File: config.mk
export PLATFORM = sky130hd
export DESIGN_NAME = pipe_share_ctrl_flat
export DESIGN_NICKNAME = d
export VERILOG_FILES = /design/src/rtl/pipe_share_pkg.sv /design/src/rtl/pipe_share_ctrl_if.sv /design/src/rtl/pipe_resp_fifo.sv /design/src/rtl/pipe_share_ctrl.sv /design/src/flat_wrapper.sv
export SDC_FILE = /design/constraint.sdc
export NUM_CORES = 1
export LEC_CHECK = 0
export CORE_MARGIN = 3
export CORE_UTILIZATION = 48
export DETAILED_ROUTE_END_ITERATION = 12
export PLACE_DENSITY_LB_ADDON = 0.1
export SETUP_SLACK_MARGIN = 0.5
export SYNTH_ARGS = -nofsm -noshare
export SYNTH_HDL_FRONTEND = slang
export SYNTH_SLANG_ARGS = --single-unit
File: constraint.sdc
create_clock -name clk -period 2.08 [get_ports clk]
set_input_delay 0.416 -clock clk [delete_from_list [all_inputs] [get_ports clk]]
set_output_delay 0.416 -clock clk [all_outputs]
set_load 0.02 [all_outputs]
File: src/rtl/pipe_share_pkg.sv
// pipe_share_pkg
//   Shared constants and types for the shared-datapath controller.
//   DEF_DATA_W / DEF_PIPE_LAT : default operand width and datapath latency
//   MAX_ID_W                  : id field width, wide enough for 8 requesters
//   tag_t                     : {valid, id} travelling alongside the datapath
//   resp_entry_t              : {id, data} stored in the response FIFO
package pipe_share_pkg;

  localparam int DEF_DATA_W   = 8;
  localparam int DEF_PIPE_LAT = 4;
  localparam int MAX_ID_W     = 3;

  typedef struct packed {
    logic                valid;
    logic [MAX_ID_W-1:0] id;
  } tag_t;

  typedef struct packed {
    logic [MAX_ID_W-1:0]   id;
    logic [DEF_DATA_W-1:0] data;
  } resp_entry_t;

endpackage

File: src/rtl/pipe_share_ctrl_if.sv
// pipe_share_ctrl_if
//   Requester and response handshake bundle of pipe_share_ctrl.
//   req_valid/req_data/req_ready : per-requester issue handshake
//   resp_valid/resp_ready        : response handshake at the FIFO head
//   resp_data/resp_id            : head result and originating requester
//   master : requester/consumer side, slave : controller side
interface pipe_share_ctrl_if #(
  parameter int NUM_REQ = 4,
  parameter int DATA_W  = 8
);
  localparam int ID_W = $clog2(NUM_REQ);

  logic [NUM_REQ-1:0]        req_valid;
  logic [NUM_REQ*DATA_W-1:0] req_data;
  logic [NUM_REQ-1:0]        req_ready;
  logic                      resp_valid;
  logic                      resp_ready;
  logic [DATA_W-1:0]         resp_data;
  logic [ID_W-1:0]           resp_id;

  modport master (
    output req_valid, req_data, resp_ready,
    input  req_ready, resp_valid, resp_data, resp_id
  );

  modport slave (
    input  req_valid, req_data, resp_ready,
    output req_ready, resp_valid, resp_data, resp_id
  );
endinterface

File: src/rtl/pipe_resp_fifo.sv
// pipe_resp_fifo
//   Synchronous show-ahead FIFO holding datapath results.
//   clk, reset_n   : clock, asynchronous active-low reset
//   push/push_entry: write one entry (ignored when full)
//   pop            : drop head entry (ignored when empty)
//   head_entry     : current head, all zero while empty
//   full/empty/count : occupancy status
module pipe_resp_fifo #(
  parameter int  DEPTH   = 8,
  parameter type entry_t = logic [7:0]
) (
  input  logic                     clk,
  input  logic                     reset_n,
  input  logic                     push,
  input  entry_t                   push_entry,
  input  logic                     pop,
  output entry_t                   head_entry,
  output logic                     full,
  output logic                     empty,
  output logic [$clog2(DEPTH):0]   count
);
  localparam int AW = $clog2(DEPTH);

  entry_t          mem [DEPTH];
  logic [AW-1:0]   wr_ptr_reg, rd_ptr_reg;
  logic [AW:0]     count_reg, count_next;
  logic            do_push, do_pop;

  assign full    = (count_reg == (AW+1)'(DEPTH));
  assign empty   = (count_reg == '0);
  assign count   = count_reg;
  assign do_push = push && !full;
  assign do_pop  = pop && !empty;

  // Head is masked while empty so the unreset storage never leaks out.
  assign head_entry = empty ? '0 : mem[rd_ptr_reg];

  always_comb begin
    count_next = count_reg;
    if (do_push && !do_pop)
      count_next = count_reg + 1'b1;
    else if (do_pop && !do_push)
      count_next = count_reg - 1'b1;
  end

  always_ff @(posedge clk) begin
    if (do_push)
      mem[wr_ptr_reg] <= push_entry;
  end

  // DEPTH is a power of two, so pointers wrap naturally.
  always_ff @(posedge clk or negedge reset_n) begin
    if (!reset_n) begin
      wr_ptr_reg <= '0;
      rd_ptr_reg <= '0;
      count_reg  <= '0;
    end else begin
      if (do_push) wr_ptr_reg <= wr_ptr_reg + 1'b1;
      if (do_pop)  rd_ptr_reg <= rd_ptr_reg + 1'b1;
      count_reg <= count_next;
    end
  end
endmodule

File: src/rtl/pipe_share_ctrl.sv
// pipe_share_ctrl
//   Shares one fixed-latency, stall-free datapath among NUM_REQ requesters.
//   Round-robin picks at most one request per cycle, a tag pipeline carries
//   {valid, id} alongside the datapath, and results land in a response FIFO.
//   Issue is credit-limited by inflight_cnt so the FIFO can never overflow.
//   clk, reset_n  : clock, asynchronous active-low reset
//   enable        : 1 allows new grants; in-flight work always drains
//   bus (slave)   : requester handshake and response FIFO head
//   pipe_data_in  : operand to the datapath (0 when nothing granted)
//   pipe_data_out : datapath result, PIPE_LAT cycles after issue
//   inflight_cnt  : operations issued but not yet popped
module pipe_share_ctrl
  import pipe_share_pkg::*;
#(
  parameter int NUM_REQ    = 4,
  parameter int DATA_W     = DEF_DATA_W,
  parameter int PIPE_LAT   = DEF_PIPE_LAT,
  parameter int FIFO_DEPTH = 8
) (
  input  logic                          clk,
  input  logic                          reset_n,
  input  logic                          enable,
  pipe_share_ctrl_if.slave              bus,
  output logic [DATA_W-1:0]             pipe_data_in,
  input  logic [DATA_W-1:0]             pipe_data_out,
  output logic [$clog2(FIFO_DEPTH):0]   inflight_cnt
);
  localparam int ID_W  = $clog2(NUM_REQ);
  localparam int IDX_W = ID_W + 1;
  localparam int CNT_W = $clog2(FIFO_DEPTH) + 1;

  logic [ID_W-1:0]   rr_ptr_reg, rr_ptr_next;
  logic [CNT_W-1:0]  inflight_reg, inflight_next;
  tag_t [PIPE_LAT-1:0] tag_reg;

  logic              credit_ok, req_found, grant_valid;
  logic [ID_W-1:0]   grant_idx;
  logic [IDX_W-1:0]  rr_cand;
  logic [DATA_W-1:0] req_op [NUM_REQ];

  logic              fifo_push, fifo_pop, fifo_full, fifo_empty;
  logic [CNT_W-1:0]  fifo_count;
  resp_entry_t       fifo_in, fifo_head;

  // reset_n is folded in so req_ready reads 0 while reset is held.
  assign credit_ok   = reset_n && enable && (inflight_reg < CNT_W'(FIFO_DEPTH));
  assign grant_valid = req_found && credit_ok;

  // Scan from rr_ptr upwards with explicit wrap (NUM_REQ need not be 2^n).
  always_comb begin
    req_found = 1'b0;
    grant_idx = '0;
    rr_cand   = '0;
    for (int k = 0; k < NUM_REQ; k++) begin
      rr_cand = {1'b0, rr_ptr_reg} + IDX_W'(k);
      if (rr_cand >= IDX_W'(NUM_REQ))
        rr_cand = rr_cand - IDX_W'(NUM_REQ);
      if (!req_found && bus.req_valid[rr_cand[ID_W-1:0]]) begin
        req_found = 1'b1;
        grant_idx = rr_cand[ID_W-1:0];
      end
    end
  end

  genvar gi;
  generate
    for (gi = 0; gi < NUM_REQ; gi++) begin : g_req
      assign req_op[gi]        = bus.req_data[gi*DATA_W +: DATA_W];
      assign bus.req_ready[gi] = grant_valid && (grant_idx == ID_W'(gi));
    end
  endgenerate

  assign pipe_data_in = grant_valid ? req_op[grant_idx] : '0;

  always_comb begin
    rr_ptr_next = rr_ptr_reg;
    if (grant_valid)
      rr_ptr_next = (grant_idx == ID_W'(NUM_REQ-1)) ? '0 : grant_idx + ID_W'(1);
  end

  assign fifo_pop = !fifo_empty && bus.resp_ready;

  always_comb begin
    inflight_next = inflight_reg;
    if (grant_valid && !fifo_pop)
      inflight_next = inflight_reg + 1'b1;
    else if (fifo_pop && !grant_valid)
      inflight_next = inflight_reg - 1'b1;
  end

  // Tag stage k is valid in cycle T+1+k for a grant in cycle T, so the last
  // stage lines up with pipe_data_out in cycle T+PIPE_LAT.
  always_ff @(posedge clk or negedge reset_n) begin
    if (!reset_n) begin
      rr_ptr_reg   <= '0;
      inflight_reg <= '0;
      tag_reg      <= '0;
    end else begin
      rr_ptr_reg   <= rr_ptr_next;
      inflight_reg <= inflight_next;
      tag_reg[0]   <= '{valid: grant_valid, id: MAX_ID_W'(grant_idx)};
      for (int s = 1; s < PIPE_LAT; s++)
        tag_reg[s] <= tag_reg[s-1];
    end
  end

  assign fifo_push = tag_reg[PIPE_LAT-1].valid;
  assign fifo_in   = '{id: tag_reg[PIPE_LAT-1].id, data: DEF_DATA_W'(pipe_data_out)};

  pipe_resp_fifo #(
    .DEPTH   (FIFO_DEPTH),
    .entry_t (resp_entry_t)
  ) u_resp_fifo (
    .clk        (clk),
    .reset_n    (reset_n),
    .push       (fifo_push),
    .push_entry (fifo_in),
    .pop        (fifo_pop),
    .head_entry (fifo_head),
    .full       (fifo_full),
    .empty      (fifo_empty),
    .count      (fifo_count)
  );

  assign bus.resp_valid = !fifo_empty;
  assign bus.resp_data  = DATA_W'(fifo_head.data);
  assign bus.resp_id    = ID_W'(fifo_head.id);
  assign inflight_cnt   = inflight_reg;

  // Credit accounting must keep every result a home in the FIFO.
  a_no_overflow: assert property (@(posedge clk) disable iff (!reset_n)
    !(fifo_push && fifo_full));
  a_credit_covers_fifo: assert property (@(posedge clk) disable iff (!reset_n)
    inflight_reg >= fifo_count);
endmodule

File: src/flat_wrapper.sv
// flat-port wrapper written by rule: the top's interface ports become plain ports
module pipe_share_ctrl_flat import pipe_share_pkg::*;
#(
  parameter int NUM_REQ    = 4,
  parameter int DATA_W     = DEF_DATA_W,
  parameter int PIPE_LAT   = DEF_PIPE_LAT,
  parameter int FIFO_DEPTH = 8
)
  (clk, reset_n, enable, pipe_data_in, pipe_data_out, inflight_cnt, bus_req_valid, bus_req_data, bus_resp_ready, bus_req_ready, bus_resp_valid, bus_resp_data, bus_resp_id);
  pipe_share_ctrl_if #(.NUM_REQ(NUM_REQ), .DATA_W(DATA_W)) bus_i ();
  input  logic clk;
  input  logic reset_n;
  input  logic enable;
  output logic [DATA_W-1:0] pipe_data_in;
  input  logic [DATA_W-1:0] pipe_data_out;
  output logic [$clog2(FIFO_DEPTH):0] inflight_cnt;
  input wire logic [$bits(bus_i.req_valid)-1:0] bus_req_valid;
  input wire logic [$bits(bus_i.req_data)-1:0] bus_req_data;
  input wire logic [$bits(bus_i.resp_ready)-1:0] bus_resp_ready;
  output wire logic [$bits(bus_i.req_ready)-1:0] bus_req_ready;
  output wire logic [$bits(bus_i.resp_valid)-1:0] bus_resp_valid;
  output wire logic [$bits(bus_i.resp_data)-1:0] bus_resp_data;
  output wire logic [$bits(bus_i.resp_id)-1:0] bus_resp_id;
  assign bus_i.req_valid = bus_req_valid;
  assign bus_i.req_data = bus_req_data;
  assign bus_i.resp_ready = bus_resp_ready;
  assign bus_req_ready = bus_i.req_ready;
  assign bus_resp_valid = bus_i.resp_valid;
  assign bus_resp_data = bus_i.resp_data;
  assign bus_resp_id = bus_i.resp_id;
  pipe_share_ctrl #(.NUM_REQ(NUM_REQ), .DATA_W(DATA_W), .PIPE_LAT(PIPE_LAT), .FIFO_DEPTH(FIFO_DEPTH)) u_core (.clk(clk), .reset_n(reset_n), .enable(enable), .bus(bus_i), .pipe_data_in(pipe_data_in), .pipe_data_out(pipe_data_out), .inflight_cnt(inflight_cnt));
endmodule
==> key figures, run 1 <==
Outcome
  • Status: complete, but fails checks
  • Failing checks: setup timing

Setup path
  • Arrival time at the worst endpoint: a little over 2 ns
  • Crit path max-delay cell type: dfrtp_2
  • Worst path max stage delay: approximately 0.46 ns
  • CP bufs+invs: 2
  • WS Path Type: flop to primary output
  • CP delay by family, top: compound AO/OA/AOI/OAI gates
  • Crit Path Max Fanout: 6
  • CP startpoint kind: flop
  • CP endpoint kind: primary output
  • Critical path, cell by cell: a21oi_2, o21ai_2, o2bb2a_4, buf_8, mux2i_4, o22ai_4, buf_6
  • R2R Setup Slk: -0.07 ns
  • Worst EP required: approximately 1.7 ns

STA
  • Setup slack after layout: -0.390 ns
  • Final Hold Viols: 0
  • Setup TNS: -6.16 ns
  • Max Freq: about 400 MHz
  • Final period utilization: 119%
  • RSZ-0062 raised after global routing: true
  • Clock Skew: about 0.014 ns
  • Final setup violation count: 25
  • Min Tclk post-route: approximately 2.5 ns
  • Slew Viols, Final: 0
  • Slew HR: around 75%
  • Slew @ Worst Pin: approximately 0.37 ns

Floorplanning
  • Core Region: slightly above 9000 µm²
  • Total Die Area: 10900 µm²
  • I/O pin cnt: 75
  • Initial Util: between 40% and 50%
  • Die W: 104 µm
  • Rows: 35
  • Die height: 104 µm

Placement
  • Hpwl dp: 6.21 mm
  • Placed Cells incl. Taps: ~510
  • Placer Congestion: 0.774
  • IO Port Bufs: 74

Logic synthesis
  • Synth Cell Area: ~4600 µm²
  • Avg Cell Area, Syn: about 17 µm²
  • Netlist cell types: 36
  • Largest cells by area after synthesis: edfxtp_1 52%, dfrtp_1 15%, mux4_2 9.7%, mux2i_1 5.8%, ha_1 3.2%
  • Leading area contributor after synthesis: edfxtp_1
  • Synth Instances: between 200 and 300
  • Sequential element share of the synthesized area: around two thirds
  • Post-synth net total: ~330
  • Syn. warnings: 0
  • Flop and latch count out of synthesis: roughly 110
  • Share of the synthesized area in the top cell type: just over 50%

Route
  • DRT iter0 DRCs: about 140
  • DRC Markers: 0
  • Drt wl/cell: slightly below 20 µm
  • Via density: around 5.1
  • DRT antenna net count: 0
  • DR vias: about 3000
  • Routed wire length: around 11 mm
  • First-pass DRT Iterations: 4

Cells and area
  • Commonest non-fill, non-tap cell in the layout: edfxtp_1
  • Largest register FFs: 80
  • Final nets: ~500
  • Layout cell share with drive strength beyond 1: between 50 and 60%
  • Most frequent cells in the layout: 80 x edfxtp_1, 56 x buf_6, 46 x buf_4
  • Area Overhead vs Synth: 54.0%
  • Antenna cells: 0
  • Cell Count, Final, Fillers Out: approximately 570

Power
  • Tot Pwr: 0.00858 W
  • Pleak: about 2.7 nW
  • Pwr dens: 1200 nW/µm²
  • Peak VDD IR: 0.779 mV

Global route
  • Initial antenna violation count: 0
  • Vias in the first global route: roughly 3100
  • Wire length of the first global-routing pass: between 15 and 20 mm
  • GRT overflow: 0
  • Tot GR Track Use: around a fifth
  • Largest net degree at the start of global routing: 29

CTS
  • Hold buffers post-CTS: 0
  • Clock latency at the later pin of the worst-skew pair: 0.37 ns
  • Num CTS Buffers: 9
  • Buffer depth of the longest clock path: 2
  • Clk sinks: between 100 and 150
  • CTS H-tree lvls: 3
  • TritonCTS clock tree: built
  • Clock transition at path regs: roughly 0.10 ns
  • Clk root buf: clkbuf_8

Run
  • Max Cap Viol: 0

Min path
  • Worst hold path type: input port to asynchronous set/reset pin
==> what timing repair did <==
item	4_1_cts	5_1_grt
buffers inserted	37	10
cloned	2	0
setup endpoints to repair	116	117
pin swaps	31	24
gates resized for setup	205	57
hold endpoints to repair	0	0
==> logic make-up after synthesis <==
kind of cell               share of synthesized area (%)
muxes                                               16.8
adders and majority gates                           4.10
buffers and inverters                               1.97
AOI/OAI and AO/OA                                   3.13
DFF                                                 66.9
and+or+nand+nor                                     4.88
xor gates and xnor gates                            2.27
==> cell usage after synthesis (all sizes together) <==
master,count
nand2b,4
xnor2,9
nor4,2
and2,4
inv,7
and3,1
mux2i,27
o22ai,8
a21boi,1
mux4,20
nor2,19
edfxtp,80
fa,2
o2bb2a,1
a21o,2
o21ai,4
dfrtp,28
buf,5
nand3,1
nand2,9
mux2,5
a21oi,5
clkbuf,3
xor2,3
ha,12
nor3,5
==> final cells by class <==
class | count | area (µm²)
fill | 553 | 2190
clock buffer | 12 | 156
sequential | 108 | 3110
multi-input combinational | 144 | 1920
inverter | 7 | 38.8
tap | 129 | 161
timing repair buffer | 167 | 1720
clock inverter | 4 | 31.3
==> per-layer routing <==
layer	vias to the layer above	share of wire (%)	track usage, %
met2	58	52	34.3
met4	0	3.2	6.17
met1	1473	40	26.9
met3	22	3.9	4.10
met5	-	0	0
li1	1362	-	-
==> path summary, 6_finish.rpt <==
kind	start	end	cells past startpoint
worst max-delay path	u_core.rr_ptr_reg[1]$_DFFE_PN0P_	pipe_data_in[4]	7
worst min-delay path	reset_n	u_core.u_resp_fifo.rd_ptr_reg[0]$_DFFE_PN0P_	2
worst max register to register	u_core.u_resp_fifo.count[2]$_DFFE_PN0P_	u_core.inflight_cnt[3]$_DFFE_PN0P_	11
worst min register to register	u_core.tag_reg[8]$_DFF_PN0_	u_core.fifo_in[8]$_DFF_PN0_	0
max in group asynchronous	reset_n	u_core.rr_ptr_reg[1]$_DFFE_PN0P_	2
min in group clk	u_core.tag_reg[8]$_DFF_PN0_	u_core.fifo_in[8]$_DFF_PN0_	0
==> stage by stage <==
stage               setup WS [ns]  instance area [µm²]  utilization (%)  hold WS [ns]
finish                     -0.390                 7140             76.6         0.300
global route               -0.488                 7140             76.6         0.344
CTS                        -0.314                 6820             73.1         0.312
detailed placement         -0.874                 6080             65.1         0.336
global placement           -0.820                 6080             65.1         0.334
floorplan                 -0.0150                 4850                -         0.120
==> power by group <==
part	internal (W)	total (W)	switching, W
logic	0.00244	0.00440	0.00196
clock network	0.000517	0.00120	0.000679
registers	0.00268	0.00298	0.000305
Note: power is estimated with default switching activity, not from simulation.
==> run 2, diff against run 1 <==
- PLACE_DENSITY_LB_ADDON: 0.1 -> 0.2
==> run 2 against run 1 <==
- critical path depth is the same
- maximum frequency grew 0.96%
- sequential cell count is the same
- combinational power grew 3%
- clock skew grew 0.0016 ns
- register-to-register slack lost 0.02 ns
- first-iteration DRC count grew 24%
- final area shrank 0.37%
- the run still ends with setup timing left
- sequential power grew 1%
- power grew 4.5%
- via count shrank 1.6%
- non-clock buffer count shrank 18
==> key figures, run 2 (synthesized netlist as in run 1, its figures left out) <==
Route
  • DR vias: 2868
  • First-pass DRT Iterations: 4
  • DRC Markers: 0
  • DRT antenna net count: 0
  • Routed wire length: roughly 11 mm
  • Drt wl/cell: about 20 µm
  • Met3 WL: approximately 320 µm
  • Via density: 5.19
  • WL met2: a little over 6 mm
  • Highest Signal Layer: met4
  • M1 wire length: ~4.3 mm
  • DRT iter0 DRCs: 170

Cells and area
  • Final nets: between 400 and 500
  • Largest register FFs: 80
  • Design area: a little over 7000 µm²
  • Multi-input gate area: just under 2000 µm²
  • Cell Count, Final, Fillers Out: roughly 550
  • Commonest non-fill, non-tap cell in the layout: edfxtp_1
  • Layout cell share with drive strength beyond 1: a little over half
  • Area Overhead vs Synth: 53.4%
  • Filler cell count: between 500 and 600
  • Antenna cells: 0
  • Most frequent cells in the layout: 80 x edfxtp_1, 41 x clkdlybuf4s50_1, 40 x buf_4
  • FF/Latch Area: just over 3000 µm²

STA
  • Setup slack after layout: -0.366 ns
  • Final setup violation count: 25
  • Final Hold Viols: 0
  • Slew @ Worst Pin: 0.377 ns
  • Slew Viols, Final: 0
  • Slew HR: approximately 75%
  • Clock Skew: 0.0157 ns
  • RSZ-0062 raised after global routing: true
  • Setup TNS: -6.98 ns
  • Max Freq: approximately 400 MHz
  • Min Tclk post-route: between 2 and 2.5 ns
  • Final period utilization: 118%
  • Hold_ws: ~0.23 ns

Floorplanning
  • I/O pin cnt: 75
  • Rows: 35
  • Initial Util: around half
  • Core Region: between 9000 and 10000 µm²
  • Total Die Area: about 11000 µm²
  • Die height: 104 µm
  • Die W: between 100 and 150 µm

CTS
  • Clk sinks: about 110
  • Num CTS Buffers: 9
  • CTS H-tree lvls: 3
  • TritonCTS clock tree: built
  • Clock latency at the later pin of the worst-skew pair: 0.36 ns
  • Clk root buf: clkbuf_8
  • Hold buffers post-CTS: 0
  • Buffer depth of the longest clock path: 2
  • Clock transition at path regs: 0.11 ns

Setup path
  • Worst EP required: ~1.7 ns
  • Arrival time at the worst endpoint: roughly 2.0 ns
  • WS Path Type: flop to primary output
  • Crit Path Max Fanout: 10
  • CP startpoint kind: flop
  • CP endpoint kind: primary output

Global route
  • Wire length of the first global-routing pass: ~16 mm
  • Vias in the first global route: ~3000
  • Largest net degree at the start of global routing: 29
  • GRT overflow: 0
  • Tot GR Track Use: around a fifth
  • Initial antenna violation count: 0

Placement
  • IO Port Bufs: 74
  • Post-DP Area: around 6000 µm²
  • Hpwl dp: 6.42 mm
  • Placer Congestion: 0.745
  • Placed Cells incl. Taps: between 400 and 500

Power
  • Sw Share: between 30% and 40%
  • Clock Power Share: between 10% and 20%
  • Pwr dens: 1260 nW/µm²
  • Pleak: approximately 2.7 nW
  • Tot Pwr: between 0.008 and 0.009 W
  • P_sw: just over 0.003 W
  • Cell-internal power: 0.00594 W
  • Peak VDD IR: between 0.7 and 0.8 mV
  • Sequential fraction of design power: between 30% and 40%
  • Comb pwr share: between 50% and 60%

Run
  • Max Cap Viol: 0

Min path
  • Worst hold path type: input port to asynchronous set/reset pin

Outcome
  • Status: complete, but fails checks
  • Failing checks: setup timing
[run 2: per-layer routing]
| layer | vias to the layer above | global-route usage (%) |
|---|---|---|
| met5 | - | 0 |
| met4 | 0 | 3.99 |
| met3 | 12 | 4.84 |
| met2 | 52 | 34.6 |
| met1 | 1468 | 24.1 |
| li1 | 1336 | - |
[run 2: timing repair]
item | in CTS | in global routing
cloned | 3 | 1
endpoints found under the setup margin | 116 | 119
pin swaps | 26 | 22
setup buffers | 26 | 10
resized for setup | 202 | 53
[run 2: through the flow]
| step | util (%) | setup WS (ns) |
|---|---|---|
| 2_1_floorplan | - | -0.0150 |
| 3_3_place_gp | 64.3 | -0.785 |
| 3_5_place_dp | 64.3 | -0.834 |
| 4_1_cts | 72.6 | -0.355 |
| 5_1_grt | 76.3 | -0.508 |
| 6_report | 76.3 | -0.366 |
[run 2: area by class of cell]
class,count,area share (%)
Clock buffer,9,1.74
Clock inverter,7,1.49
Inverter,7,0.545
Multi-Input combinational cell,144,27.5
Sequential cell,108,43.7
Tap cell,129,2.27
Timing Repair Buffer,149,22.8
[run 2: final timing paths]
check	start	to	slack (ns)	depth (start not counted)
hold / removal	reset_n	u_core.tag_reg[11]$_DFF_PN0_	0.23	2
max in group asynchronous	reset_n	u_core.inflight_cnt[1]$_DFFE_PN0P_	1.56	2
hold reg to reg	u_core.tag_reg[0]$_DFF_PN0_	u_core.tag_reg[4]$_DFF_PN0_	0.35	0
min in group clk	u_core.tag_reg[0]$_DFF_PN0_	u_core.tag_reg[4]$_DFF_PN0_	0.35	0
setup / recovery	u_core.rr_ptr_reg[1]$_DFFE_PN0P_	pipe_data_in[6]	-0.37	7
setup reg to reg	u_core.u_resp_fifo.count[1]$_DFFE_PN0P_	u_core.inflight_cnt[3]$_DFFE_PN0P_	-0.09	11
[run 2: power groups by stage]
stage                     logic, W  registers (W)  clock network, W
after floorplan            0.00212        0.00301                 0
after global placement     0.00339        0.00297                 0
after detailed placement   0.00346        0.00299                 0
after CTS                  0.00409        0.00300           0.00143
after global routing       0.00485        0.00307           0.00155
final                      0.00452        0.00302           0.00142
[run 2: critical path, stage by stage, from the launching register on]
cell      delay [ns]
dfrtp_2         0.47
a21oi_2         0.17
o21ai_2         0.06
o2bb2a_4        0.23
buf_12          0.18
mux2i_2         0.31
o22ai_4         0.11
buf_6           0.14
